### src/rtl/lsu_gpio_pkg.sv
// Shared constants, state types and helpers for the LSU AXI GPIO slave.
// Register map, response codes and write/read FSM encodings.
package lsu_gpio_pkg;

   localparam int IO_W = 28;

   localparam logic [31:0] WIN_SIZE = 32'd32;

   localparam logic [4:0] OFF_GPIO_OUT = 5'h00;
   localparam logic [4:0] OFF_GPIO_OE  = 5'h08;
   localparam logic [4:0] OFF_LA_OUT   = 5'h10;
   localparam logic [4:0] OFF_STATUS   = 5'h18;

   localparam logic [1:0] RESP_OKAY   = 2'b00;
   localparam logic [1:0] RESP_SLVERR = 2'b10;

   typedef enum logic [1:0] {
      WR_IDLE,
      WR_HAVE_AW,
      WR_HAVE_W,
      WR_RESP
   } wr_state_t;

   typedef enum logic {
      RD_IDLE,
      RD_DATA
   } rd_state_t;

   function automatic logic in_window(
      input logic [31:0] addr,
      input logic [31:0] base
   );
      logic [31:0] diff;
      diff = addr - base;
      return diff < WIN_SIZE;
   endfunction

   function automatic logic [31:0] merge_bytes(
      input logic [31:0] old_val,
      input logic [31:0] new_val,
      input logic [3:0]  strb
   );
      logic [31:0] res;
      res = old_val;
      for (int b = 0; b < 4; b++) begin
         if (strb[b]) res[8*b +: 8] = new_val[8*b +: 8];
      end
      return res;
   endfunction

endpackage

### src/rtl/lsu_gpio_regfile.sv
// Byte-strobed GPIO/LA register bank with committed-write counter.
// Read mux is combinational so the read FSM can sample at AR accept.
module lsu_gpio_regfile
   import lsu_gpio_pkg::*;
(
   input  logic            clk,
   input  logic            rst_l,
   input  logic            commit,
   input  logic [4:0]      wr_off,
   input  logic [31:0]     wr_data,
   input  logic [3:0]      wr_strb,
   input  logic [4:0]      rd_off,
   output logic [IO_W-1:0] gpio_out,
   output logic [IO_W-1:0] gpio_oe,
   output logic [31:0]     la_out,
   output logic [15:0]     wr_count,
   output logic [31:0]     rd_val
);

   logic [31:0] gpio_m;
   logic [31:0] oe_m;
   logic [31:0] la_m;
   logic        hit_out;
   logic        hit_oe;
   logic        hit_la;
   logic        unused_bits;

   assign gpio_m = merge_bytes({{(32-IO_W){1'b0}}, gpio_out},
                               wr_data, wr_strb);
   assign oe_m   = merge_bytes({{(32-IO_W){1'b0}}, gpio_oe},
                               wr_data, wr_strb);
   assign la_m   = merge_bytes(la_out, wr_data, wr_strb);

   assign hit_out = wr_off[4:3] == OFF_GPIO_OUT[4:3];
   assign hit_oe  = wr_off[4:3] == OFF_GPIO_OE[4:3];
   assign hit_la  = wr_off[4:3] == OFF_LA_OUT[4:3];

   // Lane/byte bits and pad-less upper bits are not part of storage.
   assign unused_bits = ^{wr_off[2:0], rd_off[2:0],
                          gpio_m[31:IO_W], oe_m[31:IO_W]};

   always_ff @(posedge clk or negedge rst_l) begin
      if (!rst_l) begin
         gpio_out <= '0;
         gpio_oe  <= '0;
         la_out   <= '0;
         wr_count <= '0;
      end else if (commit) begin
         wr_count <= wr_count + 16'd1;
         unique case (1'b1)
            hit_out: gpio_out <= gpio_m[IO_W-1:0];
            hit_oe:  gpio_oe  <= oe_m[IO_W-1:0];
            hit_la:  la_out   <= la_m;
            default: ;
         endcase
      end
   end

   always_comb begin
      rd_val = '0;
      unique case (rd_off[4:3])
         OFF_GPIO_OUT[4:3]: rd_val = {{(32-IO_W){1'b0}}, gpio_out};
         OFF_GPIO_OE[4:3]:  rd_val = {{(32-IO_W){1'b0}}, gpio_oe};
         OFF_LA_OUT[4:3]:   rd_val = la_out;
         OFF_STATUS[4:3]:   rd_val = {16'h0000, wr_count};
         default:           rd_val = '0;
      endcase
   end

endmodule

### src/rtl/lsu_axi_gpio_ctrl.sv
// AXI4 slave terminating the LSU port; owns GPIO and LA output registers.
// Independent write (AW/W/B) and read (AR/R) FSMs share one register bank.
module lsu_axi_gpio_ctrl
   import lsu_gpio_pkg::*;
#(
   parameter logic [31:0] BASE_ADDR = 32'hD000_0000,
   parameter int          ID_W      = 3
)(
   input  logic            clk,
   input  logic            rst_l,
   input  logic            awvalid,
   output logic            awready,
   input  logic [ID_W-1:0] awid,
   input  logic [31:0]     awaddr,
   input  logic [7:0]      awlen,
   input  logic            wvalid,
   output logic            wready,
   input  logic [63:0]     wdata,
   input  logic [7:0]      wstrb,
   input  logic            wlast,
   output logic            bvalid,
   input  logic            bready,
   output logic [1:0]      bresp,
   output logic [ID_W-1:0] bid,
   input  logic            arvalid,
   output logic            arready,
   input  logic [ID_W-1:0] arid,
   input  logic [31:0]     araddr,
   input  logic [7:0]      arlen,
   output logic            rvalid,
   input  logic            rready,
   output logic [63:0]     rdata,
   output logic [1:0]      rresp,
   output logic [ID_W-1:0] rid,
   output logic            rlast,
   output logic [IO_W-1:0] gpio_out,
   output logic [IO_W-1:0] gpio_oe,
   output logic [31:0]     la_out,
   output logic            wr_pulse
);

   wr_state_t       wr_state;
   rd_state_t       rd_state;

   logic [ID_W-1:0] aw_id_q;
   logic [31:0]     aw_addr_q;
   logic [7:0]      aw_len_q;
   logic [63:0]     w_data_q;
   logic [7:0]      w_strb_q;
   logic            w_last_q;

   logic [ID_W-1:0] sel_id;
   logic [31:0]     sel_addr;
   logic [7:0]      sel_len;
   logic [63:0]     sel_data;
   logic [7:0]      sel_strb;
   logic [31:0]     lane_data;
   logic [3:0]      lane_strb;
   logic            wr_done;
   logic            wr_err;
   logic            wr_commit;

   logic [7:0]      rd_cnt;
   logic [31:0]     rd_val;
   logic [63:0]     rd_lane;
   logic            rd_err;
   logic [15:0]     wr_count;

   // Pick the AW/W source for the beat that completes the handshake.
   always_comb begin
      sel_id   = aw_id_q;
      sel_addr = aw_addr_q;
      sel_len  = aw_len_q;
      sel_data = wdata;
      sel_strb = wstrb;
      wr_done  = 1'b0;
      unique case (wr_state)
         WR_IDLE: begin
            sel_id   = awid;
            sel_addr = awaddr;
            sel_len  = awlen;
            wr_done  = awvalid && wvalid &&
                       (awlen == 8'd0 || wlast);
         end
         WR_HAVE_AW: begin
            wr_done = wvalid && (aw_len_q == 8'd0 || wlast);
         end
         WR_HAVE_W: begin
            sel_id   = awid;
            sel_addr = awaddr;
            sel_len  = awlen;
            sel_data = w_data_q;
            sel_strb = w_strb_q;
            wr_done  = awvalid && (awlen == 8'd0 || w_last_q);
         end
         default: ;
      endcase
      lane_data = sel_addr[2] ? sel_data[63:32] : sel_data[31:0];
      lane_strb = sel_addr[2] ? sel_strb[7:4] : sel_strb[3:0];
      wr_err    = !in_window(sel_addr, BASE_ADDR) ||
                  sel_addr[4:3] == OFF_STATUS[4:3] ||
                  sel_len != 8'd0;
      wr_commit = wr_done && !wr_err && (lane_strb != 4'h0);
   end

   lsu_gpio_regfile u_regs (
      .clk      (clk),
      .rst_l    (rst_l),
      .commit   (wr_commit),
      .wr_off   (sel_addr[4:0]),
      .wr_data  (lane_data),
      .wr_strb  (lane_strb),
      .rd_off   (araddr[4:0]),
      .gpio_out (gpio_out),
      .gpio_oe  (gpio_oe),
      .la_out   (la_out),
      .wr_count (wr_count),
      .rd_val   (rd_val)
   );

   always_ff @(posedge clk or negedge rst_l) begin
      if (!rst_l) begin
         wr_state  <= WR_IDLE;
         awready   <= 1'b1;
         wready    <= 1'b1;
         bvalid    <= 1'b0;
         bresp     <= RESP_OKAY;
         bid       <= '0;
         aw_id_q   <= '0;
         aw_addr_q <= '0;
         aw_len_q  <= '0;
         w_data_q  <= '0;
         w_strb_q  <= '0;
         w_last_q  <= 1'b0;
         wr_pulse  <= 1'b0;
      end else begin
         wr_pulse <= wr_commit;
         if (awready && awvalid) begin
            aw_id_q   <= awid;
            aw_addr_q <= awaddr;
            aw_len_q  <= awlen;
         end
         if (wr_done) begin
            wr_state <= WR_RESP;
            awready  <= 1'b0;
            wready   <= 1'b0;
            bvalid   <= 1'b1;
            bresp    <= wr_err ? RESP_SLVERR : RESP_OKAY;
            bid      <= sel_id;
         end else begin
            unique case (wr_state)
               WR_IDLE: begin
                  if (awvalid) begin
                     wr_state <= WR_HAVE_AW;
                     awready  <= 1'b0;
                  end else if (wvalid) begin
                     wr_state <= WR_HAVE_W;
                     wready   <= 1'b0;
                     w_data_q <= wdata;
                     w_strb_q <= wstrb;
                     w_last_q <= wlast;
                  end
               end
               WR_HAVE_AW: ;
               // Burst whose first beat was taken early: drain the rest.
               WR_HAVE_W: begin
                  if (awvalid) begin
                     wr_state <= WR_HAVE_AW;
                     awready  <= 1'b0;
                     wready   <= 1'b1;
                  end
               end
               WR_RESP: begin
                  if (bready) begin
                     wr_state <= WR_IDLE;
                     bvalid   <= 1'b0;
                     awready  <= 1'b1;
                     wready   <= 1'b1;
                  end
               end
               default: wr_state <= WR_IDLE;
            endcase
         end
      end
   end

   assign rd_err  = !in_window(araddr, BASE_ADDR) || arlen != 8'd0;
   assign rd_lane = araddr[2] ? {rd_val, 32'h0} : {32'h0, rd_val};

   always_ff @(posedge clk or negedge rst_l) begin
      if (!rst_l) begin
         rd_state <= RD_IDLE;
         arready  <= 1'b1;
         rvalid   <= 1'b0;
         rlast    <= 1'b0;
         rresp    <= RESP_OKAY;
         rdata    <= '0;
         rid      <= '0;
         rd_cnt   <= '0;
      end else begin
         unique case (rd_state)
            RD_IDLE: begin
               if (arvalid) begin
                  rd_state <= RD_DATA;
                  arready  <= 1'b0;
                  rvalid   <= 1'b1;
                  rid      <= arid;
                  rd_cnt   <= arlen;
                  rlast    <= arlen == 8'd0;
                  rresp    <= rd_err ? RESP_SLVERR : RESP_OKAY;
                  rdata    <= rd_err ? 64'h0 : rd_lane;
               end
            end
            RD_DATA: begin
               if (rready) begin
                  if (rlast) begin
                     rd_state <= RD_IDLE;
                     rvalid   <= 1'b0;
                     rlast    <= 1'b0;
                     arready  <= 1'b1;
                  end else begin
                     rd_cnt <= rd_cnt - 8'd1;
                     rlast  <= rd_cnt == 8'd1;
                  end
               end
            end
            default: rd_state <= RD_IDLE;
         endcase
      end
   end

endmodule

### config.mk
export PLATFORM = sky130hd
export DESIGN_NAME = lsu_axi_gpio_ctrl
export DESIGN_NICKNAME = d
export VERILOG_FILES = /design/src/rtl/lsu_gpio_pkg.sv /design/src/rtl/lsu_gpio_regfile.sv /design/src/rtl/lsu_axi_gpio_ctrl.sv
export SDC_FILE = /design/constraint.sdc
export NUM_CORES = 1
export LEC_CHECK = 0
export BUFFER_PORTS_ARGS = -buffer_cell sky130_fd_sc_hd__buf_2
export CAP_MARGIN = 40
export CELL_PAD_IN_SITES_DETAIL_PLACEMENT = 1
export CELL_PAD_IN_SITES_GLOBAL_PLACEMENT = 1
export CORE_UTILIZATION = 46
export DETAILED_ROUTE_END_ITERATION = 8
export GPL_TIMING_DRIVEN = 0
export PLACE_DENSITY_LB_ADDON = 0.1
export SYNTH_ARGS = -nofsm -noshare
export SYNTH_HDL_FRONTEND = slang
export SYNTH_SLANG_ARGS = --single-unit
### constraint.sdc
create_clock -name clk -period 6.3 [get_ports clk]
set_clock_uncertainty 0.2 [all_clocks]
set_input_delay 0.63 -clock clk [delete_from_list [all_inputs] [get_ports clk]]
set_output_delay 0.63 -clock clk [all_outputs]
set_load 0.05 [all_outputs]
# [Word level (Yosys, flattened, before mapping)]
# Cells that the tools add are included.
# Widths: inputs -> output; s select.
[word_totals] wordCells=165 memories=0 mem_bits_ro=0 ramBits=0 input_bits=166 reg_bits=312 latch_bits=0
[classes] n_reduce_logical=51 n_mul=0 mux=51 eq_ne=20 addsub=4 n_lt_le_gt_ge=2 n_bitwise=3 div_mod_pow=0 n_shift=0
[op_table] op="$mux 64" n=3
[op_table] op="$pmux 32 s4" n=1
[op_table] op="$lt 32x6->1 const B" n=2
[op_table] op="$mux 32" n=2
[op_table] op="$sub 32x32->32 const B" n=2
[op_table] op="$reduce_and 3->1" n=15
[op_table] op="$mux 8" n=5
[op_table] op="$logic_not 8->1" n=3
[op_table] op="$mux 1" n=22
[op_table] op="$add 16x1->16 const B" n=1
[op_table] op="$pmux 8 s2" n=1
[op_table] op="$reduce_bool 8->1" n=2
[op_table] op="$mux 2" n=7
[op_table] op="$eq 2x2->1 const B" n=6
[op_table] op="$ne 3x3->1 const B" n=4
[op_table] op="$pmux 1 s2" n=5
[op_table] op="$eq 8x1->1 const B" n=1
[op_table] op="$ne 2x2->1 const B" n=4
[op_table] op="$reduce_and 4->1" n=2
[op_table] op="$reduce_bool 4->1" n=2
[op_table] op="$sub 8x1->8 const B" n=1
[op_table] op="$logic_and 1x1->1" n=7
[op_table] op="$eq 2x1->1 const B" n=3
[op_table] op="$logic_not 2->1" n=3
[op_table] op="other kinds (14)" n=27

# [Longest topological paths before layout]
[logic_depth] depth_word=12 depth_mapped=9 mapped_depth_nobuf=7

# [Modules after synthesis]
# A second synthesis with hierarchy kept.
[hier_totals] hier_cells=1118 hier_area_um2=14387.5
[modules_own_cells] module="lsu_axi_gpio_ctrl" seq_area_each_um2=5158.7 n_inst=1 area_each_um2=9565.4 cells_each=798
[modules_own_cells] module="lsu_gpio_regfile" seq_area_each_um2=2602.5 n_inst=1 area_each_um2=4822.1 cells_each=320

# [Worst setup path before layout]
# No wires, ideal clock.
[synth_path] kind="input to register" start="in awlen[0]" end="reg u_regs.gpio_oe[0]" setup_slack_ns=3.432 path_buffers=1 stages=7 arrival_ns=2.543 cell_sequence="nor4_1 > nand2_1 > o31ai_2 > nand3_4 > buf_6 > nor3_4 > mux2_2"
[synth_between] elab_chain_cells=7
[synth_lines] element="from (decl)" line="lsu_axi_gpio_ctrl.sv:15" source="input logic [7:0] awlen,"
[synth_lines] element="$logic_not 8->1 or $mux 8 (tied branches)" line="lsu_axi_gpio_ctrl.sv:83, lsu_axi_gpio_ctrl.sv:94, lsu_axi_gpio_ctrl.sv:77"
[synth_lines] element="$logic_or 1x1->1, or another cell as far along" line="lsu_axi_gpio_ctrl.sv:94" source="wr_done = awvalid && (awlen == 8'd0 || w_last_q);"
[synth_lines] element="$logic_and 1x1->1, or another cell as far along" line="lsu_axi_gpio_ctrl.sv:94"
[synth_lines] element="$pmux 1 s3 or $logic_not 1->1 (tied branches)" line="lsu_axi_gpio_ctrl.sv:77, lsu_axi_gpio_ctrl.sv:103"
[synth_lines] element="$logic_and 1x1->1 * (2 in series)" line="lsu_axi_gpio_ctrl.sv:103" source="wr_commit = wr_done && !wr_err && (lane_strb != 4'h0);"
[synth_lines] element="$reduce_and 3->1 (no source line) *"
[synth_lines] element="to (signal assigned)" line="lsu_gpio_regfile.sv:52" source="hit_oe: gpio_oe <= oe_m[IO_W-1:0];"
[synth_lines] element="to (decl)" line="lsu_gpio_regfile.sv:14" source="output logic [IO_W-1:0] gpio_oe,"
# Mark *: on every way between the ends. The rest lies on a longest branch, timed or not.
# A chain may end at the register's enable or synchronous reset.

# [Worst setup path in the final report]
[layout_path] start="reg wr_state[0]" end="reg u_regs.la_out[11]"
[layout_between] elab_chain_cells=12
[layout_lines] element="from (decl)" line="lsu_axi_gpio_ctrl.sv:42" source="wr_state_t wr_state;"
[layout_lines] element="from (signal assigned)" line="lsu_axi_gpio_ctrl.sv:123" source="wr_state <= WR_IDLE;"
[layout_lines] element="from (signal assigned)" line="lsu_axi_gpio_ctrl.sv:144" source="wr_state <= WR_RESP;"
[layout_lines] element="from (signal assigned)" line="lsu_axi_gpio_ctrl.sv:154" source="wr_state <= WR_HAVE_AW;"
[layout_lines] element="$eq 2x2->1 or $logic_not 2->1 (tied branches)" line="lsu_axi_gpio_ctrl.sv:77" source="unique case (wr_state)"
[layout_lines] element="$reduce_or 2->1 (no source line)"
[layout_lines] element="$mux 32" line="lsu_axi_gpio_ctrl.sv:77"
[layout_lines] element="$sub 32x32->32" line="lsu_gpio_pkg.sv:34" source="diff = addr - base;"
[layout_lines] element="$lt 32x6->1" line="lsu_gpio_pkg.sv:35" source="return diff < WIN_SIZE;"
[layout_lines] element="$logic_not 1->1" line="lsu_axi_gpio_ctrl.sv:100" source="wr_err = !in_window(sel_addr, BASE_ADDR) ||"
[layout_lines] element="$logic_or 1x1->1" line="lsu_axi_gpio_ctrl.sv:100"
[layout_lines] element="$logic_or 1x1->1" line="lsu_axi_gpio_ctrl.sv:101" source="sel_addr[4:3] == OFF_STATUS[4:3] ||"
[layout_lines] element="$logic_not 1->1" line="lsu_axi_gpio_ctrl.sv:103"
[layout_lines] element="$logic_and 1x1->1 (2 in series)" line="lsu_axi_gpio_ctrl.sv:103"
[layout_lines] element="$reduce_and 3->1 (no source line)"
[layout_lines] element="to (signal assigned)" line="lsu_gpio_regfile.sv:53" source="hit_la: la_out <= la_m;"
[layout_lines] element="to (decl)" line="lsu_gpio_regfile.sv:15" source="output logic [31:0] la_out,"
# Several ways; a longest one is shown, not always the timed one.

==> flow_summary.yaml <==
synthesis:
  yosysUniqueCellTypes: 58
  ys_ff_latch: 308
  synth_flop_cell: "dfrtp_1"
  avgSynthCellArea_um2: 12.8
  synth_area_leaders: "dfrtp_1, mux2_2, mux4_2"
  syn_area_um2: 13900
  yosysSeqAreaShare_pct: 55.3
  netlist.area_leader.share_pct: 54.8
  yosys-top-cells-count: "dfrtp_1, mux2_2, nand2_1"
  synth_top_area_cell: "dfrtp_1"
  yosysWarnings: 0
  synth_cells: 1091
  async_flop_share_pct: 100
  synth_edf_count: 0
  synth_most_common_cell: "dfrtp_1"
min_path:
  hold_path_depth: 3
  min_path_type: "in2reg"
worst_setup_path:
  cp.required_ns: 6.49
  rr_worst_depth: 8
  crit_arrival_ns: 3.47
  crit_path_start_kind: "flip-flop"
  end_kind: "flip-flop"
  path_class: "reg2reg"
  cp_max_fo: 10
grt:
  grt-ovfl-total: 0
  first_global_vias: 11000
  grt_usage_pct: 27.5
  grt_max_degree: 107
  grt_pass1_wl_um: 64900
  antenna_found_initial: 18
clock_network:
  clk_path_buf_depth: 3
  cts_max_level: 2
  cts_tree: "built"
  post_cts_buffers: 0
  cts_buffers: 35
  ctsResizeCount: 0
  cts.sinks: 308
  clk_latency_ns: 0.51
  cts_root_buf: "clkbuf_16"
  path_clk_slew_ns: 0.06
  hold_buffers: 1
final_layout:
  area_delta_synth_final_pct: 24.6
  fin_nets: 1634
  layout-drive-gt1-share_pct: 44.7
  design_area_um2: 17400
  final_util_pct: 58.4
timing:
  rsz0062_at_grt: "false"
  slew_violations: 0
  tightest_slew_ns: 0.875
  fmax_ghz: 0.304
  period_minus_slack_ns: 3.28
  setup_viol: 0
  finalCritPeriodShare_pct: 52.1
  maxSlewHeadroom_pct: 41.6
  finalHoldViolations: 0
placed_design:
  placed_area_um2: 16200
  io_buffers: 327
  dp_hpwl_um: 31600
  globalplace.congestion: 0.833
power:
  peakVddDrop_mv: 0.301
  power_leakage_uw: 0.00849
  p_per_area_nw_per_um2: 379
die:
  io_pins: 335
  start_util_pct: 46.9
  chipWidth_um: 176
  die_h_um: 176
  core_um2: 29700
  rows: 63
  fp.dieArea_um2: 31000
routing:
  vias: 10400
  post_drt_wl_per_cell_um: 22.1
  drc: 0
  wirelength_um: 41700
  viasPerCell: 5.50
  detail_route.first_pass.iterations: 4
  first_iter_violations: 390
  ant_nets: 0
outcome:
  status: "finished clean"
run:
  drv_cap: 0
==> metal layers <==
metal / vias up / wire (um) / track usage, %
met5: - / 51 / 0
met4: 10 / 818 / 8.26
met3: 59 / 2580 / 6.33
met2: 290 / 21200 / 47.0
met1: 5319 / 17000 / 34.8
li1: 4690 / - / -
==> layout by cell type (no fill, tap or decap), drive strengths merged, types with 3 or more instances in the layout <==
cell type	count
o22ai	5
nor3	21
nor4b	5
clkbuf	87
nor2	29
dfrtp	305
o21ai	97
mux2i	17
nor4	19
inv	29
nand2	157
xnor2	3
mux2	196
nand2b	4
ha	3
clkinv	6
nor2b	6
a21oi	16
nand3	14
mux4	52
buf	352
dfstp	3
nand4	9
diode	12
o211ai	3
xor2	12
==> path summary, 6_finish.rpt <==
check | endpoint | slack [ns] | start
min reg2reg | u_regs.wr_count[15]$_DFFE_PN0P_ | 0.27 | u_regs.wr_count[15]$_DFFE_PN0P_
min in group asynchronous | rd_cnt[1]$_DFFE_PN0P_ | 0.56 | rst_l
max | u_regs.la_out[11]$_DFFE_PN0P_ | 3.02 | wr_state[0]$_DFFE_PN0P_
max reg2reg | u_regs.la_out[11]$_DFFE_PN0P_ | 3.02 | wr_state[0]$_DFFE_PN0P_
min | rid[2]$_DFFE_PN0P_ | 0.12 | arid[2]
max in group asynchronous | w_data_q[49]$_DFFE_PN0P_ | 4.29 | rst_l
==> power by group <==
part	leakage (uW)	total, uW	switching [uW]	internal (uW)
clock	0.000562	2010	803	1200
sequential	0.00401	2680	249	2430
combinational	0.00392	1890	1050	834
total	0.00849	6570	2100	4470
==> cell type report <==
| class | count | area, um^2 |
|---|---|---|
| tap | 390 | 488 |
| sequential | 308 | 7710 |
| clock buffer | 49 | 1060 |
| antenna | 12 | 30.0 |
| clock inverter | 7 | 60.1 |
| buffer | 55 | 226 |
| timing repair buffer | 336 | 1780 |
| inverter | 29 | 109 |
| fill | 3139 | 12400 |
| multi-input combinational | 700 | 5890 |
==> through the flow <==
step | setup WS [ns] | total power (uW) | setup TNS, ns | hold WS [ns] | std cells
3_5_place_dp | 2.57 | 4600 | 0 | 0.269 | 1817
3_3_place_gp | -1.66 | 4480 | -492.19 | 0.255 | 1809
4_1_cts | 2.98 | 6620 | 0 | 0.104 | 1874
6_report | 3.02 | 6570 | 0 | 0.117 | 1886
5_1_grt | 2.85 | 6900 | 0 | 0.117 | 1882
2_1_floorplan | 3.43 | 3970 | 0 | 0.134 | 1092
==> critical path, cell delays in order, from the launching register on <==
cell and delay (ns):
dfrtp_1 0.33, buf_2 0.23, buf_1 0.41, nand2_1 0.12
o22ai_1 0.51, nand3_4 0.22, buf_6 0.24, nor3_4 0.50
mux2_2 0.40
==> cell families after synthesis <==
logic type | share of synthesized area, %
AOI/OAI and AO/OA | 5.48
xor gates and xnor gates | 0.943
adders and majority gates | 0.269
buffers and inverters | 2.41
DFF | 55.3
muxes | 25.5
other | 0.0269
and+or+nand+nor | 10.1
==> state kept, by name, indices dropped and copies added (netlist names), 16 cells and up <==
signal and flops:
rdata 64, u_regs.gpio_oe 28, u_regs.gpio_out 28, w_data_q 64, aw_addr_q 30, u_regs.wr_count 16, u_regs.la_out 32
(Power assumes the default switching activity.)
